--- src/rtl/iic_xfer_seq.sv ---
// Register-style I2C transaction sequencer. It feeds iic_core's TX FIFO with the
// address/register/data byte stream and collects read bytes from its RX FIFO.
module iic_xfer_seq #(
    parameter int TIMEOUT_CYCLES = 100000,
    parameter int CNT_W          = 17
) (
    input  logic        clk,
    input  logic        reset,
    input  logic        start,
    input  logic        rnw,
    input  logic [6:0]  dev_addr,
    input  logic [7:0]  reg_addr,
    input  logic [2:0]  nbytes,
    input  logic [31:0] wr_data,
    output logic        busy,
    output logic        done,
    output logic        err,
    output logic [31:0] rd_data,
    output logic        tx_fifo_wr,
    output logic [7:0]  tx_fifo_din,
    input  logic        tx_fifo_full,
    output logic        rx_fifo_rd,
    input  logic [7:0]  rx_fifo_dout,
    input  logic        rx_fifo_empty
);

    typedef enum logic [2:0] {
        IDLE, PUSH_WADDR, PUSH_REG, PUSH_DATA, PUSH_RADDR, WAIT_RX, DONE
    } state_t;

    state_t           state, state_nxt;
    logic             rnw_q;
    logic [6:0]       dev_q;
    logic [7:0]       reg_q;
    logic [31:0]      wdata_q;
    logic [2:0]       len_q, len_in, idx;
    logic [CNT_W-1:0] tmo_cnt;
    logic             push_req, push_ok, pop, tmo_hit;
    logic [7:0]       push_byte;

    // Out-of-range byte counts are clamped into 1..4.
    always_comb begin
        if (nbytes == 3'd0)      len_in = 3'd1;
        else if (nbytes > 3'd4)  len_in = 3'd4;
        else                     len_in = nbytes;
    end

    // NOTE: every signal driven here gets a default first, so no latch is inferred.
    always_comb begin
        state_nxt = state;
        push_req  = 1'b0;
        push_byte = 8'h00;
        pop       = 1'b0;
        tmo_hit   = 1'b0;
        case (state)
            IDLE:       if (start) state_nxt = PUSH_WADDR;
            PUSH_WADDR: begin
                push_req  = 1'b1;
                push_byte = {dev_q, 1'b0};
                if (!tx_fifo_full) state_nxt = PUSH_REG;
            end
            PUSH_REG: begin
                push_req  = 1'b1;
                push_byte = reg_q;
                if (!tx_fifo_full) state_nxt = rnw_q ? PUSH_RADDR : PUSH_DATA;
            end
            PUSH_DATA: begin
                // The extra pass with idx == len_q lets the last registered write
                // show on the bus before done.
                if (idx == len_q) begin
                    state_nxt = DONE;
                end else begin
                    push_req  = 1'b1;
                    push_byte = wdata_q[{idx[1:0], 3'b000} +: 8];
                end
            end
            PUSH_RADDR: begin
                push_req  = 1'b1;
                push_byte = {dev_q, 1'b1};
                if (!tx_fifo_full) state_nxt = WAIT_RX;
            end
            WAIT_RX: begin
                if (!rx_fifo_empty && idx != len_q) begin
                    pop = 1'b1;
                    if (idx == len_q - 3'd1) state_nxt = DONE;
                end else if (rx_fifo_empty && tmo_cnt == CNT_W'(TIMEOUT_CYCLES - 1)) begin
                    tmo_hit   = 1'b1;
                    state_nxt = DONE;
                end
            end
            DONE:       state_nxt = IDLE;
            default:    state_nxt = IDLE;
        endcase
    end

    assign push_ok    = push_req && !tx_fifo_full;
    assign rx_fifo_rd = pop;
    assign done       = (state == DONE);
    assign busy       = (state != IDLE) && (state != DONE);

    // NOTE: sequential state uses non-blocking assignments so every flop samples pre-edge values.
    always_ff @(posedge clk) begin
        if (reset) begin
            state       <= IDLE;
            tx_fifo_wr  <= 1'b0;
            tx_fifo_din <= 8'h00;
            err         <= 1'b0;
            rd_data     <= 32'h0;
            idx         <= 3'd0;
            tmo_cnt     <= '0;
            rnw_q       <= 1'b0;
            dev_q       <= 7'h0;
            reg_q       <= 8'h0;
            wdata_q     <= 32'h0;
            len_q       <= 3'd1;
        end else begin
            state      <= state_nxt;
            tx_fifo_wr <= push_ok;
            if (push_ok) tx_fifo_din <= push_byte;

            if (state == IDLE && start) begin
                rnw_q   <= rnw;
                dev_q   <= dev_addr;
                reg_q   <= reg_addr;
                wdata_q <= wr_data;
                len_q   <= len_in;
                idx     <= 3'd0;
                err     <= 1'b0;
                rd_data <= 32'h0;
            end

            if (state == PUSH_DATA && push_ok) idx <= idx + 3'd1;

            if (pop) begin
                rd_data[{idx[1:0], 3'b000} +: 8] <= rx_fifo_dout;
                idx <= idx + 3'd1;
            end

            // Loaded with 1 so done lands exactly TIMEOUT_CYCLES cycles after the
            // last pop (or after the cycle the read address was pushed).
            if (state != WAIT_RX || pop) tmo_cnt <= CNT_W'(1);
            else                         tmo_cnt <= tmo_cnt + CNT_W'(1);

            if (tmo_hit) err <= 1'b1;
        end
    end

endmodule

--- config.mk ---
export PLATFORM = sky130hd
export DESIGN_NAME = iic_xfer_seq
export DESIGN_NICKNAME = d
export VERILOG_FILES = /design/src/rtl/iic_xfer_seq.sv
export SDC_FILE = /design/constraint.sdc
export NUM_CORES = 1
export LEC_CHECK = 0
export BUFFER_PORTS_ARGS = -buffer_cell sky130_fd_sc_hd__buf_2
export CORE_MARGIN = 1.5
export CORE_UTILIZATION = 54
export CTS_BUF_LIST = sky130_fd_sc_hd__clkbuf_4 sky130_fd_sc_hd__clkbuf_8
export DETAILED_ROUTE_END_ITERATION = 10
export PLACE_DENSITY = 0.75
export SYNTH_ARGS = -nofsm -noshare
export SYNTH_HDL_FRONTEND = slang
export SYNTH_SLANG_ARGS = --single-unit
--- constraint.sdc ---
create_clock -name clk -period 6.7 [get_ports clk]
set_clock_uncertainty 0.1 [all_clocks]
set_input_delay 1.005 -clock clk [delete_from_list [all_inputs] [get_ports clk]]
set_output_delay 1.005 -clock clk [all_outputs]
set_load 0.01 [all_outputs]
# ---- After elaboration in Yosys (flattened, before gate mapping)
# Index checks and enable logic that the tools add are counted.
dict set report op_classes {
  n_lt_le_gt_ge 1
  shift 3
  n_mux 31
  n_reduce_logical 17
  n_eq_ne 19
  addsub 4
}
# cell n
set ops {}
lappend ops {{2-to-1 mux 32 bit} 3}
lappend ops {{2-to-1 mux 3 bit} 14}
lappend ops {{bitwise mux 32 bit} 1}
lappend ops {{one-hot mux 8 bit (4 select lines)} 1}
lappend ops {{variable shift 8 x 7 -> 32 bit (first input constant)} 1}
lappend ops {{variable part select 32 x 6 -> 8 bit} 1}
lappend ops {{variable part select 8 x 7 -> 32 bit} 1}
lappend ops {{one-hot mux 3 bit (6 select lines)} 1}
lappend ops {{adder 17 x 1 -> 17 bit (second input constant)} 1}
lappend ops {{== test 17 bit (second input constant)} 1}
lappend ops {{!= test 3 bit (second input constant)} 4}
lappend ops {{!= test 2 bit (second input constant)} 5}
lappend ops {{== test 3 bit (second input constant)} 3}
lappend ops {{2-to-1 mux 1 bit} 9}
lappend ops {{2-to-1 mux 8 bit} 1}
lappend ops {{negation 5 -> 7 bit} 1}
lappend ops {{AND reduction 7 bit} 1}
lappend ops {{== test 3 x 2 -> 1 bit (second input constant)} 2}
lappend ops {{== test 3 bit} 2}
lappend ops {{logical AND 1 bit} 6}
lappend ops {{zero test 3 bit} 2}
lappend ops {{nonzero test 3 bit} 2}
lappend ops {{adder 3 x 1 -> 3 bit (second input constant)} 1}
lappend ops {{== test 3 x 1 -> 1 bit (second input constant)} 1}
lappend ops {{9 further kinds} 10}
dict set report totals {
  inputBits 64
  wordCells 88
  output_inout_bits 45
  ff_bits 116
}

# ---- Depth between registers and ports, before layout
# Gate-level depths: netlist (run 1).
dict set report logic_depth {
  word_depth 7
  ltp_mapped 8
  ltp_nobuf 8
}

# ---- Worst setup path before layout (run 1)
# Ideal clock, no wire load.
dict set report synth_path {
  kind {input-to-output}
  from {input rx_fifo_empty}
  to {output rx_fifo_rd}
  n_path_buf 1
  path_stages 3
  slack_ps 3925
  arrival_time_ps 1670
  required_ps 5595
  path_cell_list {nor3b_1 > o311a_4 > buf_4}
}
dict set report synth_between {
  elab_chain_cells 4
}
# element line
set synth_lines {}
lappend synth_lines {{start: declaration} 24} ;# input logic rx_fifo_empty
lappend synth_lines {{zero test 1 bit} 83} ;# if (!rx_fifo_empty && idx != len_q) begin
lappend synth_lines {{logical AND 1 bit} 83}
lappend synth_lines {{2-to-1 mux 1 bit} 83}
lappend synth_lines {{2-to-1 mux 1 bit} 55} ;# case (state)
lappend synth_lines {{end: declaration} 22} ;# output logic rx_fifo_rd,
# No other way between the ends.

# ---- Worst setup path after layout (run 1)
dict set report layout_path {
  from {register idx[0]}
  to {output rx_fifo_rd}
}
dict set report layout_between {
  elab_chain_cells 4
}
# element line
set layout_lines {}
lappend layout_lines {{start: declaration} 36} ;# logic [2:0] len_q, len_in, idx;
lappend layout_lines {{start signal: assignment} 132} ;# if (state == PUSH_DATA && push_ok) idx <= idx + 3'd1;
lappend layout_lines {{start signal: assignment} 136} ;# idx <= idx + 3'd1;
lappend layout_lines {{!= test 3 bit} 83}
lappend layout_lines {{logical AND 1 bit} 83}
lappend layout_lines {{2-to-1 mux 1 bit} 83}
lappend layout_lines {{2-to-1 mux 1 bit} 55}
# No other way between the ends.

==> summary.md, run 1 <==
| Metric | Value |
|---|---|
| Final non-filler cell total | `788` |
| Iteration-0 DRC Markers | `326` |
| RR Startpoint | `idx[0]` |
| Worst Setup Path Type | `flop to output port` |
| Row cnt | `34` |
| Synth Area in Compound Gates | `15.6%` |
| Unrepaired setup endpoints after global routing | `false` |
| Final net count | `739` |
| Number of enable flip-flop cells after synthesis | `0` |
| Final worst slack | `3.42 ns` |
| Most common cell after layout, fill and taps aside | `dfxtp_1` |
| Die H | `98.8 um` |
| WHS Endpoint | `wdata_q[23]` |
| Fin Setup TNS | `0 ns` |
| Max stage delay cell, worst path | `dfxtp_1` |
| Fin. Hold Viols | `0` |
| Top_reg_cell synth | `dfxtp_1` |
| Clock latency on the worst-skew pair | `0.42 ns` |
| Status | `finished with violations` |
| Startpoint types | `flop` |
| Syn Nets | `647` |
| Core ar. | `8810 sq um` |
| CP delay by family, top | `flip-flops` |
| #FFs+latches synth | `116` |
| Port Buffer Count | `108` |
| Synth Area in Adders | `2.02%` |
| Die W | `98.8 um` |
| Num CTS Buffers | `17` |
| Clk buf depth | `2` |
| Main combinational cell family by area after synthesis | `simple AND/OR/NAND/NOR gates` |
| Hold slack | `0.353 ns` |
| Critical path endpoint category | `output port` |
| Hold Crit Start | `wdata_q[23]` |
| Routability Congestion | `0.790` |
| Final Setup Violations | `0` |
| Worst path arrival time | `2.17 ns` |
| Area Growth Syn to Fin | `20.1%` |
| Max VDD drop | `142 uV` |
| Static leakage | `2.37 nW` |
| I/O pins | `109` |
| H-Tree Depth | `4` |
| Slew Viols, Final | `0` |
| Diodes inserted | `0` |
| Pre-CTS setup slack | `3.67 ns` |
| Most frequent cells in the layout | `116 x dfxtp_1, 111 x nand2_1, 108 x buf_2` |
| Minimum clock period | `3.28 ns` |
| Synthesized area | `4950 sq um` |
| Synth Instances | `575` |
| CTS tree | `yes` |
| Fin crit share | `48.9%` |
| DPL Wire Length | `7990 um` |
| Yosys Warn Count | `0` |
| Required @ worst endpoint | `5.59 ns` |
| Wire per inst | `14.6 um` |
| Routed Antenna Nets | `0` |
| Crit path from | `idx[0]` |
| Sequential element share of the synthesized area | `46.9%` |
| First-pass GRT wire length | `19100 um` |
| Worst Path Buf+Inv | `1` |
| Synth Area in XOR/XNOR | `4.14%` |
| CP Cell Sequence | `xor2_2 > o311a_4 > buf_2` |
| Failing checks | `design-rule violations` |
| All-Layer GR Usage | `24.7%` |
| Via-to-Cell Ratio | `5.54` |
| Vias in the first global route | `3953` |
| GR Overflow Total | `0` |
| Initial antenna violation count | `0` |
| Post-synthesis mux area share | `3.84%` |
| DR vias | `4362` |
| WL final | `11500 um` |
| Placed cells | `756` |
| Count of different cell masters after synthesis | `48` |
| Pwr Density | `303 nW/um^2` |
| Largest net degree at the start of global routing | `103` |
| Normalized max-slew margin | `30.8%` |
| Synth Area in Simple Gates | `23.2%` |
| Post-CTS Setup Bufs | `0` |
| Clock Pin Slew Worst Setup and Hold Paths | `0.07 ns` |
| FF-to-FF End | `rd_data[1]` |
| F_max | `305 MHz` |
| Worst slew pin tran | `1.04 ns` |
| Depth of the most critical reg-to-reg path | `5` |
| Mean Syn Cell Area | `8.61 sq um` |
| Root buffer cell | `clkbuf_8` |
| CTS resizes | `0` |
| Post-synth ARST share | `0%` |
| Critical Path Fanout Max | `15` |
| Flop-to-flop setup slack | `3.75 ns` |
| TritonRoute pass-1 iters | `9` |
| Hold_buf cts | `0` |
| Worst stage delay on the critical path | `0.91 ns` |
| Max_cap viols | `0` |
| Sink Count | `116` |
| Die ar. | `9750 sq um` |
| HP Class | `flop to flop` |
| Layout cells sized above 1 | `23.5%` |
| # DRC | `11` |
| Worst hold stages | `2` |
| Initial Util | `56.2%` |
==> power breakdown <==
| group | switching (mW) | total [mW] | internal, mW |
|---|---|---|---|
| clock | 0.294 | 0.725 | 0.431 |
| sequential | 0.0419 | 0.784 | 0.742 |
| combinational | 0.187 | 0.293 | 0.106 |
| total | 0.524 | 1.80 | 1.28 |
==> how the worst max path moves through the flow <==
stage / cells after the start / endpoint / slack (ns)
floorplan: 3 / rx_fifo_rd / 3.93
global placement: 4 / rx_fifo_rd / 3.69
detailed placement: 4 / rx_fifo_rd / 3.67
CTS: 3 / rx_fifo_rd / 3.36
global route: 3 / rx_fifo_rd / 3.24
finish: 3 / rx_fifo_rd / 3.42
==> per-stage QoR <==
stage                     power [mW]  cell area [sq um]  util (%)
after floorplan                 1.01               4950         -
after global placement          1.08               5490      62.3
after detailed placement        1.09               5490      62.3
after CTS                       1.81               5940      67.5
after global routing            1.89               5940      67.5
final                           1.80               5940      67.5
==> worst register-to-register path, stage by stage (launching register included) <==
cell and delay (ns):
dfxtp_1 0.91, inv_1 0.35, ha_1 0.46, nor3b_1 0.70, nand3_1 0.19, a21oi_1 0.18
==> logic make-up (layout without fill, tap and decap cells) <==
kind of cell,count (synthesis),in the layout
compound gates,123,123
xor+xnor,21,21
fa+ha+maj,8,8
buf+inv,50,155
flops,116,116
mux,9,9
simple gates,248,248
==> registers in the layout, summed over array words and instances, names as in the netlist <==
name / count
tx_fifo_din: 8
state: 3
tx_fifo_wr: 1
tmo_cnt: 17
len_q: 3
wdata_q: 32
dev_q: 7
idx: 3
rnw_q: 1
rd_data: 32
reg_q: 8
err: 1
==> layer usage <==
metal  share of wire, %  vias to the layer above  routed length, um  GRT usage (%)
met5                  0                        -                  0              0
met4                1.6                        0                178           8.57
met3                6.0                       15                685           5.74
met2                 46                      154               5290           39.2
met1                 46                     2006               5320           33.3
li1                   -                     2187                  -              -
==> layout make-up <==
| cell class | instances | area (sq um) |
|---|---|---|
| Fill cell | 733 | 2860 |
| Multi-Input combinational cell | 409 | 2420 |
| Sequential cell | 116 | 2320 |
| Timing Repair Buffer | 111 | 563 |
| Clock buffer | 19 | 262 |
| Clock inverter | 13 | 196 |
| Tap cell | 108 | 135 |
| Inverter | 12 | 45.0 |
==> Yosys cell counts (4+ instances only) <==
library cell | instances | area, sq um
mux4_2 | 8 | 180
a2bb2oi_1 | 7 | 61.3
a22oi_1 | 15 | 113
nand2_1 | 111 | 417
clkbuf_1 | 29 | 109
nand3b_1 | 5 | 37.5
xnor2_1 | 8 | 70.1
nand4_1 | 6 | 37.5
a222oi_1 | 7 | 70.1
dfxtp_1 | 116 | 2320
a21oi_1 | 78 | 390
nand3_1 | 45 | 225
ha_1 | 8 | 100
xor2_1 | 11 | 96.3
inv_1 | 12 | 45.0
buf_2 | 7 | 35.0
nor3b_1 | 4 | 30.0
nor2_1 | 49 | 184
Power figures use the tool's default switching activity.
==> run 2: changes to the inputs <==
--- a/config.mk
+++ b/config.mk
@@ -7,7 +7,7 @@
 export LEC_CHECK = 0
 export BUFFER_PORTS_ARGS = -buffer_cell sky130_fd_sc_hd__buf_2
 export CORE_MARGIN = 1.5
-export CORE_UTILIZATION = 54
+export CORE_UTILIZATION = 51
 export CTS_BUF_LIST = sky130_fd_sc_hd__clkbuf_4 sky130_fd_sc_hd__clkbuf_8
 export DETAILED_ROUTE_END_ITERATION = 10
 export PLACE_DENSITY = 0.75
==> constraint.sdc (replaced) <==
create_clock -name clk -period 2.63 [get_ports clk]
set_clock_uncertainty 0.1 [all_clocks]
set_input_delay 0.3945 -clock clk [delete_from_list [all_inputs] [get_ports clk]]
set_output_delay 0.3945 -clock clk [all_outputs]
set_load 0.01 [all_outputs]
==> run 2 against run 1 <==
Against the previous run: the run now ends clean; routed wire length is 2.7% higher; worst setup slack worse by 3.2 ns; hold slack worse by 0.26 ns; clock power is 150% higher; global-route usage is 0.64 points lower; flip-flop and latch count stayed put; critical path depth stayed put; sequential share of layout area is 0.54 points lower; combinational power grew to 2.7 times the previous value; register-to-register slack worse by 3.4 ns; total power grew to 2.6 times the previous value; die area is 5.7% higher; critical endpoint unchanged; largest cell class unchanged.
==> summary.md, run 2 (synthesized netlist as in run 1, its figures left out) <==
| Metric | Value |
|---|---|
| Status | `finished, final reports clean (was finished with violations)` |
| Seq pwr share | `43.4% (was 43.5%)` |
| Fillers | `800 (was 733)` |
| Critical path endpoint category | `output port (unchanged)` |
| Worst slew pin tran | `0.537 ns (was 1.04 ns)` |
| Worst path arrival time | `1.92 ns (was 2.17 ns)` |
| Total power | `4.60 mW (was 1.80 mW)` |
| # DRC | `0 (was 11)` |
| Largest registers | `rd_data (32), wdata_q (32), tmo_cnt (17) (unchanged)` |
| Row cnt | `35 (was 34)` |
| Internal | `3.24 mW (was 1.28 mW)` |
| Post-CTS Setup Bufs | `0 (unchanged)` |
| Port Buffer Count | `108 (unchanged)` |
| Max_cap viols | `0 (unchanged)` |
| Static leakage | `2.40 nW (was 2.37 nW)` |
| DPL Wire Length | `8290 um (was 7990 um)` |
| Layout cells sized above 1 | `24.2% (was 23.5%)` |
| Most frequent cells in the layout | `116 x dfxtp_1, 111 x nand2_1, 108 x buf_2 (unchanged)` |
| Clock Pin Slew Worst Setup and Hold Paths | `0.07 ns (about the same)` |
| Clk pwr share | `39.4% (was 40.2%)` |
| Max VDD drop | `383 uV (was 142 uV)` |
| F_max | `414 MHz` |
| GR Overflow Total | `0 (unchanged)` |
| Fin Setup TNS | `0 ns (unchanged)` |
| Normalized max-slew margin | `64.0% (was 30.8%)` |
| CTS resizes | `0 (unchanged)` |
| Comb power frac | `17.2% (was 16.3%)` |
| Pwr Density | `764 nW/um^2 (was 303 nW/um^2)` |
| Sink Count | `116 (unchanged)` |
| Routed Antenna Nets | `0 (unchanged)` |
| Die H | `102 um (was 98.8 um)` |
| Minimum clock period | `2.42 ns` |
| Vias in the first global route | `4135 (was 3953)` |
| Largest net degree at the start of global routing | `77 (was 103)` |
| Final net count | `745 (was 739)` |
| Clock latency on the worst-skew pair | `0.42 ns (about the same)` |
| Diodes inserted | `0 (unchanged)` |
| Critical Path Fanout Max | `13 (was 15)` |
| Worst stage delay on the critical path | `0.61 ns (was 0.91 ns)` |
| Initial antenna violation count | `0 (unchanged)` |
| Routability Congestion | `0.854 (was 0.790)` |
| Num CTS Buffers | `17 (unchanged)` |
| Fin. Hold Viols | `0 (unchanged)` |
| CP delay by family, top | `flip-flops (unchanged)` |
| TritonRoute pass-1 iters | `5 (was 9)` |
| CP Cell Sequence | `nor3b_1 > o311a_4 > buf_2 (was xor2_2 > o311a_4 > buf_2)` |
| Most common cell after layout, fill and taps aside | `dfxtp_1 (unchanged)` |
| Required @ worst endpoint | `2.14 ns (was 5.59 ns)` |
| Area Growth Syn to Fin | `21.8% (was 20.1%)` |
| HP Class | `primary input to flop (was flop to flop)` |
| Final Setup Violations | `0 (unchanged)` |
| P_sw | `1.36 mW (was 524 uW)` |
| Hold_buf cts | `0 (unchanged)` |
| CTS tree | `yes (unchanged)` |
| Fin crit share | `91.9%` |
| Clk buf depth | `2 (unchanged)` |
| H-Tree Depth | `4 (unchanged)` |
| All-Layer GR Usage | `24.1% (was 24.7%)` |
| Iteration-0 DRC Markers | `190 (was 326)` |
| Worst Setup Path Type | `flop to output port (unchanged)` |
| WL final | `11800 um (was 11500 um)` |
| DR vias | `4422 (was 4362)` |
| First-pass GRT wire length | `19400 um (was 19100 um)` |
| Root buffer cell | `clkbuf_8 (unchanged)` |
| Worst Path Buf+Inv | `1 (unchanged)` |
| Die ar. | `10300 sq um (was 9750 sq um)` |
| Core ar. | `9330 sq um (was 8810 sq um)` |
| Slew Viols, Final | `0 (unchanged)` |
| Die W | `102 um (was 98.8 um)` |
| I/O pins | `109 (unchanged)` |
| Wire per inst | `14.5 um (was 14.6 um)` |
| Unrepaired setup endpoints after global routing | `false (unchanged)` |
| Sw Share | `29.6% (was 29.0%)` |
| Startpoint types | `flop (unchanged)` |
| Max stage delay cell, worst path | `dfxtp_1 (unchanged)` |
| Via-to-Cell Ratio | `5.43 (was 5.54)` |
| Initial Util | `53.1% (was 56.2%)` |
[run 2: cell types whose count changed in the layout (fill, tap and decap cells not counted), sizes merged]
cell,previous run,this run
clkinv,4,6
inv,15,14
clkbuf,19,18
buf,111,117
[run 2: tightest hold or removal path, delay by kind of cell]
| family | cells | cell delay (ns) |
|---|---|---|
| compound gates | 1 | 0.05 |
| buf+inv | 1 | 0.09 |
| simple gates | 1 | 0.04 |
[run 2: worst paths after layout]
path               start          end  slack, ns  cells past startpoint
max             state[2]   rx_fifo_rd       0.21                      3
min          reg_addr[5]     reg_q[5]        0.1                      3
max reg2reg     state[2]  rd_data[31]       0.34                      6
min reg2reg   wdata_q[2]   wdata_q[2]       0.35                      2
[run 2: power groups by stage]
stage	Combinational, mW	Clock, mW	Sequential [mW]
finish	0.791	1.81	2.00
global route	0.885	1.93	2.02
CTS	0.792	1.85	2.00
detailed placement	0.791	0	2.04
global placement	0.772	0	2.03
floorplan	0.581	0	1.99
[run 2: metal layers]
metal	GRT usage (%)	routed length [um]
met2	38.1	5630
met5	0	0
met1	31.6	5320
met4	10.0	157
met3	5.73	674
[run 2: area by class of cell]
cell class | count | area, sq um | share of cell area (%)
multi-input cells | 409 | 2420 | 40.2
flip-flops and latches | 116 | 2320 | 38.5
repair buffers | 117 | 633 | 10.5
clock buffers | 18 | 241 | 4.01
clock inverters | 14 | 204 | 3.38
well taps | 129 | 161 | 2.68
inverters | 12 | 45.0 | 0.747
[run 2: metrics by stage]
step	util [%]	cell area [sq um]	hold WS [ns]	std cells	setup slack [ns]
after floorplan	-	4950	0.333	575	0.461
after global placement	59.9	5580	0.339	783	0.560
after detailed placement	59.9	5580	0.347	783	0.370
after CTS	64.6	6030	0.0759	815	0.215
after global routing	64.6	6030	0.0763	815	0.129
final	64.6	6030	0.0971	815	0.213
